$ cat config.mk
export PLATFORM = sky130hd
export DESIGN_NAME = request_encoder_4_to_2_flat
export DESIGN_NICKNAME = d
export VERILOG_FILES = /design/src/rtl/request_encoder_pkg.sv /design/src/rtl/request_encoder_4_to_2_if.sv /design/src/rtl/request_encoder_4_to_2_sync_falling_edge.sv /design/src/rtl/request_encoder_4_to_2.sv /design/src/flat_wrapper.sv
export SDC_FILE = /design/constraint.sdc
export NUM_CORES = 1
export LEC_CHECK = 0
export ABC_AREA = 1
export CAP_MARGIN = 40
export CORE_MARGIN = 1.5
export CORE_UTILIZATION = 44
export DETAILED_ROUTE_END_ITERATION = 10
export MAX_ROUTING_LAYER = met4
export PLACE_DENSITY = 0.72
export SETUP_SLACK_MARGIN = 0.3
export SYNTH_ARGS = -nofsm -noshare
export SYNTH_HDL_FRONTEND = slang
export SYNTH_SLANG_ARGS = --single-unit
$ cat constraint.sdc
create_clock -name clk -period 1.8 [get_ports clk]
set_input_delay 0.45 -clock clk [delete_from_list [all_inputs] [get_ports clk]]
set_output_delay 0.45 -clock clk [all_outputs]
set_load 0.05 [all_outputs]
$ cat src/rtl/request_encoder_pkg.sv
// Shared types, widths and helpers for the active-low request encoder.
package request_encoder_pkg;

  localparam int CODE_W  = 2;
  localparam int N_LINES = 4;
  localparam int CNT_W   = 3;

  typedef enum logic {
    IDLE    = 1'b0,
    PRESENT = 1'b1
  } state_e;

  // Highest set index wins; returns 0 for an all-zero vector.
  function automatic logic [CODE_W-1:0] prio_sel(input logic [N_LINES-1:0] req);
    logic [CODE_W-1:0] idx;
    idx = '0;
    for (int i = 0; i < N_LINES; i++) begin
      if (req[i]) idx = CODE_W'(i);
    end
    return idx;
  endfunction

  function automatic logic [CNT_W-1:0] popcnt(input logic [N_LINES-1:0] v);
    logic [CNT_W-1:0] c;
    c = '0;
    for (int i = 0; i < N_LINES; i++) begin
      c = c + CNT_W'(v[i]);
    end
    return c;
  endfunction

endpackage

$ cat src/rtl/request_encoder_4_to_2_if.sv
// Request lines, enable/clear controls and the code valid/ready handshake.
interface request_encoder_4_to_2_if;

  logic [request_encoder_pkg::N_LINES-1:0] in;
  logic                                    enable;
  logic [request_encoder_pkg::CODE_W-1:0]  out;
  logic                                    valid;
  logic                                    ready;
  logic                                    clear_ovr;
  logic [request_encoder_pkg::N_LINES-1:0] overrun;
  logic [request_encoder_pkg::CNT_W-1:0]   pending_cnt;

  modport master (
    output in, enable, ready, clear_ovr,
    input  out, valid, overrun, pending_cnt
  );

  modport slave (
    input  in, enable, ready, clear_ovr,
    output out, valid, overrun, pending_cnt
  );

endinterface

$ cat src/rtl/request_encoder_4_to_2_sync_falling_edge.sv
// Purpose: synchronise one async active-low line and pulse on its falling edge.
// Latency: SYNC_STAGES cycles from first low sample to the edge pulse.
// Backpressure: none; the pulse is one cycle and must be consumed when seen.
module sync_falling_edge #(
  parameter int SYNC_STAGES = 2
) (
  input  logic clk,
  input  logic rst_n,
  input  logic line_i,
  output logic fall_o
);

  logic [SYNC_STAGES-1:0] sync_q;
  logic                   hist_q;

  // Idle-high reset so a line held low through reset is seen as a fresh edge.
  always_ff @(posedge clk or negedge rst_n) begin
    if (!rst_n) begin
      sync_q <= '1;
      hist_q <= 1'b1;
    end else begin
      sync_q <= {sync_q[SYNC_STAGES-2:0], line_i};
      hist_q <= sync_q[SYNC_STAGES-1];
    end
  end

  assign fall_o = hist_q & ~sync_q[SYNC_STAGES-1];

endmodule

$ cat src/rtl/request_encoder_4_to_2.sv
// Purpose: capture falling edges on four active-low lines, issue 2-bit codes by priority.
// Latency: valid SYNC_STAGES+1 cycles after first low sample; one code per cycle back-to-back.
// Backpressure: code held until ready; repeat edges on a pending line set overrun.
module request_encoder_4_to_2
  import request_encoder_pkg::*;
#(
  parameter int SYNC_STAGES = 2
) (
  input  logic                     clk,
  input  logic                     rst_n,
  request_encoder_4_to_2_if.slave  bus
);

  logic [N_LINES-1:0] fall;

  for (genvar g = 0; g < N_LINES; g++) begin : g_line
    sync_falling_edge #(
      .SYNC_STAGES (SYNC_STAGES)
    ) u_sync (
      .clk    (clk),
      .rst_n  (rst_n),
      .line_i (bus.in[g]),
      .fall_o (fall[g])
    );
  end

  state_e             state_q, state_d;
  logic [N_LINES-1:0] pending_q, pending_d;
  logic [N_LINES-1:0] overrun_q, overrun_d;
  logic [CODE_W-1:0]  out_q, out_d;
  logic [CNT_W-1:0]   cnt_q, cnt_d;

  logic               load;
  logic [CODE_W-1:0]  winner;
  logic [N_LINES-1:0] consume;
  logic [N_LINES-1:0] cap;

  always_comb begin
    state_d   = state_q;
    out_d     = out_q;
    load      = 1'b0;
    winner    = prio_sel(pending_q);
    consume   = '0;
    cap       = '0;
    pending_d = pending_q;
    overrun_d = overrun_q;
    cnt_d     = cnt_q;

    case (state_q)
      IDLE: begin
        if ((|pending_q) && !bus.enable) begin
          load    = 1'b1;
          state_d = PRESENT;
        end
      end
      PRESENT: begin
        if (bus.ready) begin
          if ((|pending_q) && !bus.enable) load = 1'b1;
          else                             state_d = IDLE;
        end
      end
      default: state_d = IDLE;
    endcase

    if (load) begin
      out_d           = winner;
      consume[winner] = 1'b1;
    end

    // A fresh edge on a line being consumed this cycle re-arms it without overrun.
    if (!bus.enable) cap = fall;
    pending_d = (pending_q & ~consume) | cap;
    overrun_d = (bus.clear_ovr ? '0 : overrun_q) | (cap & pending_q & ~consume);
    cnt_d     = popcnt(pending_d);
  end

  always_ff @(posedge clk or negedge rst_n) begin
    if (!rst_n) begin
      state_q   <= IDLE;
      pending_q <= '0;
      overrun_q <= '0;
      out_q     <= '0;
      cnt_q     <= '0;
    end else begin
      state_q   <= state_d;
      pending_q <= pending_d;
      overrun_q <= overrun_d;
      out_q     <= out_d;
      cnt_q     <= cnt_d;
    end
  end

  assign bus.out         = out_q;
  assign bus.valid       = (state_q == PRESENT);
  assign bus.overrun     = overrun_q;
  assign bus.pending_cnt = cnt_q;

endmodule

$ cat src/flat_wrapper.sv
// flat-port wrapper written by rule: the top's interface ports become plain ports
module request_encoder_4_to_2_flat import request_encoder_pkg::*;
#(
  parameter int SYNC_STAGES = 2
)
  (clk, rst_n, bus_in, bus_enable, bus_ready, bus_clear_ovr, bus_out, bus_valid, bus_overrun, bus_pending_cnt);
  request_encoder_4_to_2_if bus_i ();
  input  logic clk;
  input  logic rst_n;
  input wire logic [$bits(bus_i.in)-1:0] bus_in;
  input wire logic [$bits(bus_i.enable)-1:0] bus_enable;
  input wire logic [$bits(bus_i.ready)-1:0] bus_ready;
  input wire logic [$bits(bus_i.clear_ovr)-1:0] bus_clear_ovr;
  output wire logic [$bits(bus_i.out)-1:0] bus_out;
  output wire logic [$bits(bus_i.valid)-1:0] bus_valid;
  output wire logic [$bits(bus_i.overrun)-1:0] bus_overrun;
  output wire logic [$bits(bus_i.pending_cnt)-1:0] bus_pending_cnt;
  assign bus_i.in = bus_in;
  assign bus_i.enable = bus_enable;
  assign bus_i.ready = bus_ready;
  assign bus_i.clear_ovr = bus_clear_ovr;
  assign bus_out = bus_i.out;
  assign bus_valid = bus_i.valid;
  assign bus_overrun = bus_i.overrun;
  assign bus_pending_cnt = bus_i.pending_cnt;
  request_encoder_4_to_2 #(.SYNC_STAGES(SYNC_STAGES)) u_core (.clk(clk), .rst_n(rst_n), .bus(bus_i));
endmodule
==> Yosys cells after proc, flatten, opt, wreduce, memory -nomap -nowiden <==
Index checks and enable logic that the tools add are counted.
{ "classes": {"mux": 13, "n_addsub": 3, "bitwise_logic": 15, "order_cmp": 2, "n_reduce_logical": 4} }
{ "op_table": {"columns": ["op", "n"], "rows": [
  ["4-bit AND", 3],
  ["4-bit 2-to-1 mux", 3],
  ["4-bit OR", 2],
  ["3-bit by 1-bit adder with 3-bit output", 2],
  ["1-bit 2-to-1 mux", 5],
  ["1-bit NOT", 5],
  ["1-bit AND", 4],
  ["2-bit 2-to-1 mux", 2],
  ["4-bit NOT", 1],
  ["1-bit one-hot mux with 2 select lines", 2],
  ["4-bit OR reduction", 1],
  ["2-bit by 3-bit < comparator with 1-bit output (second input constant)", 1],
  ["1-bit by 1-bit adder with 2-bit output", 1],
  ["1-bit demux with 2-bit select", 1],
  ["2-bit by 1-bit >= comparator with 1-bit output (second input constant)", 1],
  ["1-bit logical AND", 2],
  ["1-bit logical NOT", 1]
]} }
{ "totals": {"input_bits": 9, "wordCells": 50, "regBits": 26, "out_inout_bits": 10} }

==> Depth between registers and ports, before layout <==
Gate-level depths: netlist of run 1.
{ "logic_depth": {"depth_word": 14, "mapped_depth": 8, "mapped_depth_nobuf": 8} }

==> Hierarchy <==
Synthesis of run 1 repeated with hierarchy kept, for this count alone.
{ "hier_totals": {"cells_unflattened": 90, "hier_area_um2": 1002.2} }
{ "by_module_without_submodules": {"columns": ["module", "cells_per_inst", "instances", "area_per_inst_um2", "seq_area_each_um2"], "rows": [
  ["request_encoder_4_to_2", 70, 1, 646.9, 350.3],
  ["sync_falling_edge", 5, 4, 88.8, 78.8]
]} }

==> Worst setup path after synthesis of run 1 <==
Ideal clock, no wire load.
{ "synth_path": {"path_type": "register to register", "start": "reg u_core.state_q (netlist: u_core.bus.valid)", "end": "reg u_core.cnt_q[1] (netlist: u_core.bus.pending_cnt[1])", "required_time_ps": 1674, "path_buffers": 0, "period_less_slack_ps": 2082, "t_arrival_ps": 1956, "path_slack_ps": -282, "stages_incl_launch_ff": 7, "setup_ps": 126, "cell_sequence": "dfrtp_1 nand2_4 nand4_1 a21o_1 ha_1 fa_1 ha_1"} }
{ "synth_between": {"elab_chain_len": 9} }
{ "synth_rtl": {"columns": ["item", "line", "source"], "rows": [
  ["from (decl)", "request_encoder_4_to_2.sv:27", "state_e state_q, state_d;"],
  ["from (signal assigned)", "request_encoder_4_to_2.sv:85", "state_q <= state_d;"],
  ["1-bit NOT", "request_encoder_4_to_2.sv:49", "case (state_q)"],
  ["1-bit one-hot mux with 2 select lines *", "request_encoder_4_to_2.sv:49", null],
  ["4-bit 2-to-1 mux *", "request_encoder_4_to_2.sv:65", "if (load) begin"],
  ["4-bit NOT *", "request_encoder_4_to_2.sv:72", "pending_d = (pending_q & ~consume) | cap;"],
  ["4-bit AND *", "request_encoder_4_to_2.sv:72", null],
  ["4-bit OR *", "request_encoder_4_to_2.sv:72", null],
  ["net u_core.pending_d[1]", "request_encoder_4_to_2.sv:28", "logic [N_LINES-1:0] pending_q, pending_d;"],
  ["1-bit by 1-bit adder with 2-bit output *", "request_encoder_pkg.sv:27", "c = c + CNT_W'(v[i]);"],
  ["3-bit by 1-bit adder with 3-bit output * (2 in series)", "request_encoder_pkg.sv:27", null],
  ["net u_core.cnt_d[1]", "request_encoder_4_to_2.sv:31", "logic [CNT_W-1:0] cnt_q, cnt_d;"],
  ["to (signal assigned)", "request_encoder_4_to_2.sv:89", "cnt_q <= cnt_d;"],
  ["to (decl)", "request_encoder_4_to_2.sv:31", null]
]} }
Mark *: on every way through the listed nets, which the timed path passes. The rest lies on a longest branch.
A chain may end at the register's enable or synchronous reset.

==> Final worst setup path of run 1 <==
{ "layout_path": {"start": "reg u_core.pending_q[3]", "end": "reg u_core.cnt_q[1] (netlist: u_core.bus.pending_cnt[1])"} }
{ "layout_between": {"elab_chain_len": 12, "elab_cells_between_ends": 18, "cone_classes": "add/sub (3); order compare (2); mux (7); bitwise (3); reduce/logical (3)"} }
{ "layout_rtl": {"columns": ["item", "line", "source"], "rows": [
  ["from (decl)", "request_encoder_4_to_2.sv:28", null],
  ["from (signal assigned)", "request_encoder_4_to_2.sv:86", "pending_q <= pending_d;"],
  ["2-bit 2-to-1 mux or 4-bit OR reduction (tied branches)", "request_encoder_pkg.sv:18, request_encoder_4_to_2.sv:51, request_encoder_4_to_2.sv:58", null],
  ["2-bit by 3-bit < comparator with 1-bit output (implied by the code) (tied with other cells)", "request_encoder_4_to_2.sv:67", "consume[winner] = 1'b1;"],
  ["1-bit logical AND (implied by the code) or 1-bit 2-to-1 mux (tied branches)", "request_encoder_4_to_2.sv:67, request_encoder_4_to_2.sv:51, request_encoder_4_to_2.sv:58", null],
  ["1-bit 2-to-1 mux (on tied branches)", "request_encoder_4_to_2.sv:67, request_encoder_4_to_2.sv:57", null],
  ["1-bit demux with 2-bit select or 1-bit one-hot mux with 2 select lines (tied branches)", null, null],
  ["4-bit 2-to-1 mux *", "request_encoder_4_to_2.sv:65", null],
  ["4-bit NOT *", "request_encoder_4_to_2.sv:72", null],
  ["4-bit AND *", "request_encoder_4_to_2.sv:72", null],
  ["4-bit OR *", "request_encoder_4_to_2.sv:72", null],
  ["net u_core.pending_d[1]", "request_encoder_4_to_2.sv:28", null],
  ["1-bit by 1-bit adder with 2-bit output *", "request_encoder_pkg.sv:27", null],
  ["3-bit by 1-bit adder with 3-bit output * (2 in series)", "request_encoder_pkg.sv:27", null],
  ["net u_core.cnt_d[1]", "request_encoder_4_to_2.sv:31", null]
]} }
Marks and branches as above.

==> impl_metrics.yaml, run 1 <==
clock_network:
  hold_buffers: 0
  htreeDepth: 1
  cts_buffers: 3
  cts_tree: "built"
  cts_root_buf: "clkbuf_4"
  clk_path_buf_depth: 2
  clk_transition_reported_paths_ns: 0.15
  cts_sinks: 26
  clock_latency_ns: 0.33
placed_design:
  io_buffers: 18
  hpwl_mm: 1.25
  pre_cts_ws_ns: -0.567
  place_congestion: 0.832
sta:
  finalHoldViolations: 0
  timing.fmax_mhz: 515
  layout_setup_ws_ns: -0.142
  whs_ns: 0.365
  period_needed_ns: 1.94
  fin_skew_ns: 0.0142
  fin_crit_sh_pct: 108
  rsz0062_at_grt: "true"
  worstMarginPinSlew_ns: 0.340
  final-max-slew-violation-count: 0
  maxSlewHeadroom_pct: 77.3
  setup_viol: 4
power_and_ir_drop:
  p_per_area_nw_per_um2: 1360
  p_leak_nw: 0.716
  p_sw_mw: 0.721
  power_frac_clock_pct: 20.2
  comb_power_share_pct: 40.8
  switching_share_pct: 36.1
  p_int_mw: 1.28
  vdd_drop_max_mv: 1.01
  power_frac_seq_pct: 39.1
yosys:
  ys_ff_latch: 26
  ys_warn_count: 0
  ys_types: 19
  synthCells: 80
  syn_avg_cell_area_sq_um: 12.2
  synth_nets: 92
  synth_seq_area_share_pct: 68.0
  synthesis.area_sq_um: 978
die:
  ioPinCount: 19
  die_w_um: 50.2
  dieHeight_um: 50.2
  initial_core_util_pct: 48.4
  floorplan.rows: 16
  coreArea_sq_um: 2020
  die_area_sq_um: 2520
worst_setup_path:
  rr_worst_depth: 6
  r2r-end: "u_core.bus.pending_cnt[1]"
  end_kind: "flip-flop"
  rr_startpoint: "u_core.pending_q[3]"
  cp-start-kind: "flip-flop"
  critPathMaxStageDelay_ns: 0.46
  regToRegSetupSlack_ns: -0.14
  slowest_stage: "dfrtp_1"
  path_cells: "nor2_4, nand4_1, a21o_1, ha_4, fa_2, ha_4"
  crit_type: "flip-flop to flip-flop"
  cp-startpoint: "u_core.pending_q[3]"
  crit_fanout: 3
  cpMostUsedCell: "ha_4"
  cp.arrival_ns: 2.23
  critPathRequiredTime_ns: 2.09
  crit_end: "u_core.bus.pending_cnt[1]"
routing:
  drt_iter0_markers: 10
  postRouteAntennaNets: 0
  drcViolationCount: 0
  via_per_inst: 4.76
  routed_wirelength_mm: 2.06
  drt-wirelength-per-cell_um: 13.5
  via_count: 724
  drt_first_pass_iters: 4
final_layout:
  multiInputGateArea_sq_um: 335
  fillers: 131
  nNetsFinal: 138
  register_area_sq_um: 669
  drive_above_1_share_pct: 52.8
  area_delta_synth_final_pct: 50.5
  antenna_cells: 0
global_routing:
  grt_start_max_net_pins: 27
  grt_pass1_wl_mm: 3.33
  grt_usage_pct: 18.8
  grt_pass1_vias: 733
  overflow: 0
  grt_antenna_before_repair: 0
outcome:
  violations: "negative setup slack"
  outcome: "finished with violations"
hold_path:
  hp-class: "flip-flop to flip-flop"
job:
  maxCapViolations: 0
timing repair:
action / in CTS / in global routing
pin swaps: 5 / 2
gates cloned: 0 / 0
resized for setup: 7 / 11
endpoints found under the setup margin: 3 / 4
buffers inserted: 8 / 1
flip-flops by register name, summed over array words and instances, names as in the netlist:
register                     flops
u_core.bus.valid                 1
u_core.bus.pending_cnt           3
u_core.bus.out                   2
u_core.pending_q                 4
u_core.g_line.u_sync.sync_q      8
u_core.g_line.u_sync.hist_q      4
u_core.bus.overrun               4
per-stage QoR:
stage / power, mW / instance area (sq um) / utilization (%) / std cells / setup TNS, ns
floorplan: 1.19 / 997 / - / 80 / -0.0719
global placement: 1.46 / 1290 / 63.9 / 139 / -1.36
detailed placement: 1.48 / 1290 / 63.9 / 139 / -1.48
finish: 2.00 / 1470 / 72.8 / 152 / -0.409
CTS: 1.95 / 1420 / 70.4 / 151 / -0.262
global route: 2.11 / 1470 / 72.8 / 152 / -0.658
kinds of logic (layout without fill, tap and decap cells):
| family | Yosys count | count (layout) | share of synthesized area [%] |
|---|---|---|---|
| buffers and inverters | 8 | 53 | 3.07 |
| AO/OA/AOI/OAI | 6 | 6 | 4.22 |
| adder cells (fa/ha/maj) | 3 | 3 | 4.60 |
| flip-flops | 26 | 26 | 68.0 |
| AND/OR/NAND/NOR | 37 | 37 | 20.1 |
synthesized netlist by cell type:
cell type / count / area (sq um)
o21bai_2: 1 / 11.3
inv_1: 7 / 26.3
dfstp_2: 12 / 315
nor2_1: 2 / 7.51
nand3_1: 4 / 20.0
a21o_1: 2 / 15.0
o21ai_1: 2 / 10.0
a21oi_1: 1 / 5.00
nor2_2: 2 / 12.5
nor3_1: 1 / 5.00
fa_1: 1 / 20.0
inv_2: 1 / 3.75
nand4_1: 4 / 25.0
nand2_1: 19 / 71.3
dfrtp_1: 14 / 350
nor3b_1: 2 / 15.0
nand3_4: 1 / 17.5
ha_1: 2 / 25.0
nand2_4: 2 / 22.5
worst max-delay path, delay by kind of cell (launching register included):
| family | cells | cell delay (ns) |
|---|---|---|
| compound gates | 1 | 0.24 |
| fa+ha+maj | 3 | 0.85 |
| flops | 1 | 0.46 |
| simple gates | 2 | 0.36 |
how the worst min path moves through the flow:
stage	from	endpoint	slack, ns	cells past startpoint
2_1_floorplan	rst_n	u_core.bus.out[0]	0.15	0
3_3_place_gp	u_core.g_line[1].u_sync.sync_q[0]	u_core.g_line[1].u_sync.sync_q[1]	0.35	0
3_5_place_dp	u_core.g_line[1].u_sync.sync_q[0]	u_core.g_line[1].u_sync.sync_q[1]	0.35	0
4_1_cts	u_core.g_line[1].u_sync.sync_q[0]	u_core.g_line[1].u_sync.sync_q[1]	0.37	0
5_1_grt	u_core.g_line[2].u_sync.sync_q[0]	u_core.g_line[2].u_sync.sync_q[1]	0.37	0
6_report	u_core.g_line[2].u_sync.sync_q[0]	u_core.g_line[2].u_sync.sync_q[1]	0.37	0
layout by cell type, fill, tap and decap left out, types with 3 or more instances in the layout:
master / instances
dfstp_2: 12
inv_1: 6
nand3_1: 3
dfrtp_2: 3
dfrtp_1: 11
clkdlybuf4s50_1: 6
nand4_1: 4
clkbuf_4: 3
buf_4: 26
buf_6: 7
nand2_1: 19
cell type report:
type | count | share of cell area (%)
tap | 27 | 2.29
inverter | 8 | 2.04
clock buffer | 3 | 1.53
multi-input combinational | 46 | 22.8
timing repair buffer | 41 | 23.9
sequential | 26 | 45.5
clock inverter | 1 | 2.04
power groups by stage:
stage	logic, mW	clock network, mW	registers, mW
2_1_floorplan	0.207	0	0.988
3_3_place_gp	0.694	0	0.767
3_5_place_dp	0.707	0	0.770
4_1_cts	0.779	0.404	0.762
5_1_grt	0.874	0.438	0.794
6_report	0.814	0.403	0.781
routing by layer:
| metal | track usage (%) | wire length [um] | vias to the layer above |
|---|---|---|---|
| met2 | 31.4 | 1020 | 17 |
| met3 | 3.57 | 71 | 2 |
| met4 | 6.94 | 23 | 0 |
| met5 | - | 0 | - |
| li1 | - | - | 351 |
| met1 | 22.7 | 942 | 354 |
Note: power is estimated with default switching activity, not from simulation.
==> run 2: changes to the inputs <==
SLEW_MARGIN = 20   (was default)
==> results of run 2 <==
The final DEF is identical to that of run 1; final timing and power are the same.
==> variant: new RTL, config.mk and constraints of run 1 <==
Set the package constant `N_LINES` to 6 (it was 4).
--- a/src/rtl/request_encoder_pkg.sv
+++ b/src/rtl/request_encoder_pkg.sv
@@ -4,3 +4,3 @@
   localparam int CODE_W  = 2;
-  localparam int N_LINES = 4;
+  localparam int N_LINES = 6;
   localparam int CNT_W   = 3;
Ports: changed (resized bus_in and bus_overrun); port bits go from 19 to 23. No check against the original RTL was run, so the function may have changed too.
==> variant against run 1 <==
  * The run still ends with setup timing left
  * Design area rose by 44%
  * Total power fell by 11%
  * Sequential cell count rose by 10
  * Setup slack got worse by 0.90 ns
  * Wire length rose by 61%
  * Area after synthesis rose by 41%
  * Worst hold slack got worse by 0.0086 ns
  * Clock power rose by 45%
  * Count of clock-buffer cells in the layout rose by 2
  * Clock skew fell by 0.0057 ns
  * Critical endpoint unchanged
  * Largest power group is now registers
  * Highest routed layer unchanged
==> variant: results (changes against run 1) <==
Parameter                              Value

Layout
  Count of nets after finishing ... 212 (+54%)
  Non-clk bufs ... 65 (+59%)
  Largest register FFs ... 12 (+4)
  Final-layout clock-cell area share ... 0.0394 (+0.00373)
  Number of fill cells in the layout ... 213 (+63%)
  Proportion of final cell area spent on non-clock buffers ... 0.266 (+0.0277)
  Fraction of area in multi-input gates ... 0.204 (-0.0242)
  Layout overhead on the synthesized area ... 53.8%
  Number of standard cells in the final layout excluding fillers ... 242 (+59%)
  Multi-input combinational cell area ... 433 um^2 (+29%)
  Number of multi-input combinational cells ... 72 (+57%)

Logic synthesis
  Netlist cell types ... 18 (-1)
  Leading cell types by count after synthesis ... 28 x sky130_fd_sc_hd__nand2_1, 18 x sky130_fd_sc_hd__dfrtp_1, 18 x sky130_fd_sc_hd__dfstp_2, 16 x sky130_fd_sc_hd__inv_1, 15 x sky130_fd_sc_hd__nor2_1
  Synth Area in Adders ... 0.0525 (+0.00645)
  Complex-gate fraction of the synthesized area ... 0.0471 (+0.00486)
  Mean Syn Cell Area ... 11.1 um^2 (-9.6%)
  Part of the Yosys area used for sequential elements ... 0.668 (-0.0124)
  Number of storage elements in the synthesis netlist ... 36 (+38%)
  Net count of the mapped netlist ... 140 (+52%)
  Top cells by area in the synthesized netlist ... sky130_fd_sc_hd__dfstp_2 34%, sky130_fd_sc_hd__dfrtp_1 33%, sky130_fd_sc_hd__nand2_1 7.6%, sky130_fd_sc_hd__fa_1 4.3%, sky130_fd_sc_hd__inv_1 4.3%

Worst setup path
  Worst R2R Path Depth ... 14 (+8)
  Maximum single-stage delay on the critical path ... 0.49 ns (+0.03 ns)
  Worst r2r src ... u_core.pending_q[2]$_DFF_PN0_
  Worst EP arrival ... 3.08 ns (+0.85 ns)

Drt
  Final routed wirelength across all metal layers ... 3.32 mm (+61%)
  Total iterations of the first detailed-routing run ... 6 (+2)
  Mean number of vias per cell ... 4.74 (-0.58%)

Worst hold path
  Hold-critical path endpoint ... u_core.g_line[4].u_sync.sync_q[1]$_DFF_PN1_
  Start point of the worst min-delay path ... u_core.g_line[4].u_sync.sync_q[0]$_DFF_PN1_

Placement
  Placer's final routability congestion estimate ... 0.875 (+5.2%)
  I/O Buffers ... 22 (+4)
  Detailed Place HPWL ... 1.96 mm (+56%)
  Number of instances in the placed design ... 215 (+55%)

STA
  Layout Skew ... 0.00843 ns (-0.00574 ns)
  Worst max-slew margin expressed relative to the limit ... 0.818 (+0.0448)
  Final Setup Violations ... 4 (unchanged)
  Final worst slack ... -1.04 ns (-0.901 ns)
  Hold WS ... 0.357 ns (-0.00860 ns)

Clock network
  Clock buffers created by TritonCTS ... 5 (+2)
  CTS-repair resized insts ... 15 (+8)
  Latest clock arrival within the worst-skew pair ... 0.35 ns (+0.02 ns)

Global route
  First-pass GRT wire length ... 5.26 mm (+58%)
  Number of global-route vias before repair ... 1187 (+62%)
  Maximum number of pins on one net before global-route repair ... 37 (+37%)
  GRT Overall Usage ... 0.219 (+0.0308)

Power
  Maximum vdd ir drop ... 0.906 mV (-11%)
  Pleak ... 1.02 nW (+43%)

Status
  Status ... finished, violations left
  Violated checks ... setup timing
## variant: cell count changes after synthesis, moves of 4 or more
cell / change
sky130_fd_sc_hd__dfrtp_1: +4
sky130_fd_sc_hd__dfstp_2: +6
sky130_fd_sc_hd__o21ai_0: +6
sky130_fd_sc_hd__nor2_1: +13
sky130_fd_sc_hd__o21ai_1: +4
sky130_fd_sc_hd__inv_1: +9
sky130_fd_sc_hd__nand2_1: +9
## variant: through the flow
step	setup WS (ns)	setup TNS, ns
6_report	-1.04	-3.68
4_1_cts	-0.960	-3.09
2_1_floorplan	-0.915	-2.32
5_1_grt	-1.16	-4.14
3_3_place_gp	-1.23	-3.29
3_5_place_dp	-1.35	-3.60
## variant: routing by layer
layer,vias to the layer above,share of wire,global-route usage
li1,531,-,-
met1,551,0.41,0.248
met2,47,0.50,0.354
met3,17,0.052,0.0546
met4,0,0.039,0.120
met5,-,0,-
## variant: report_power, final
part           switching (mW)  internal, mW
logic                   0.163         0.143
registers              0.0222         0.868
clock network           0.287         0.297
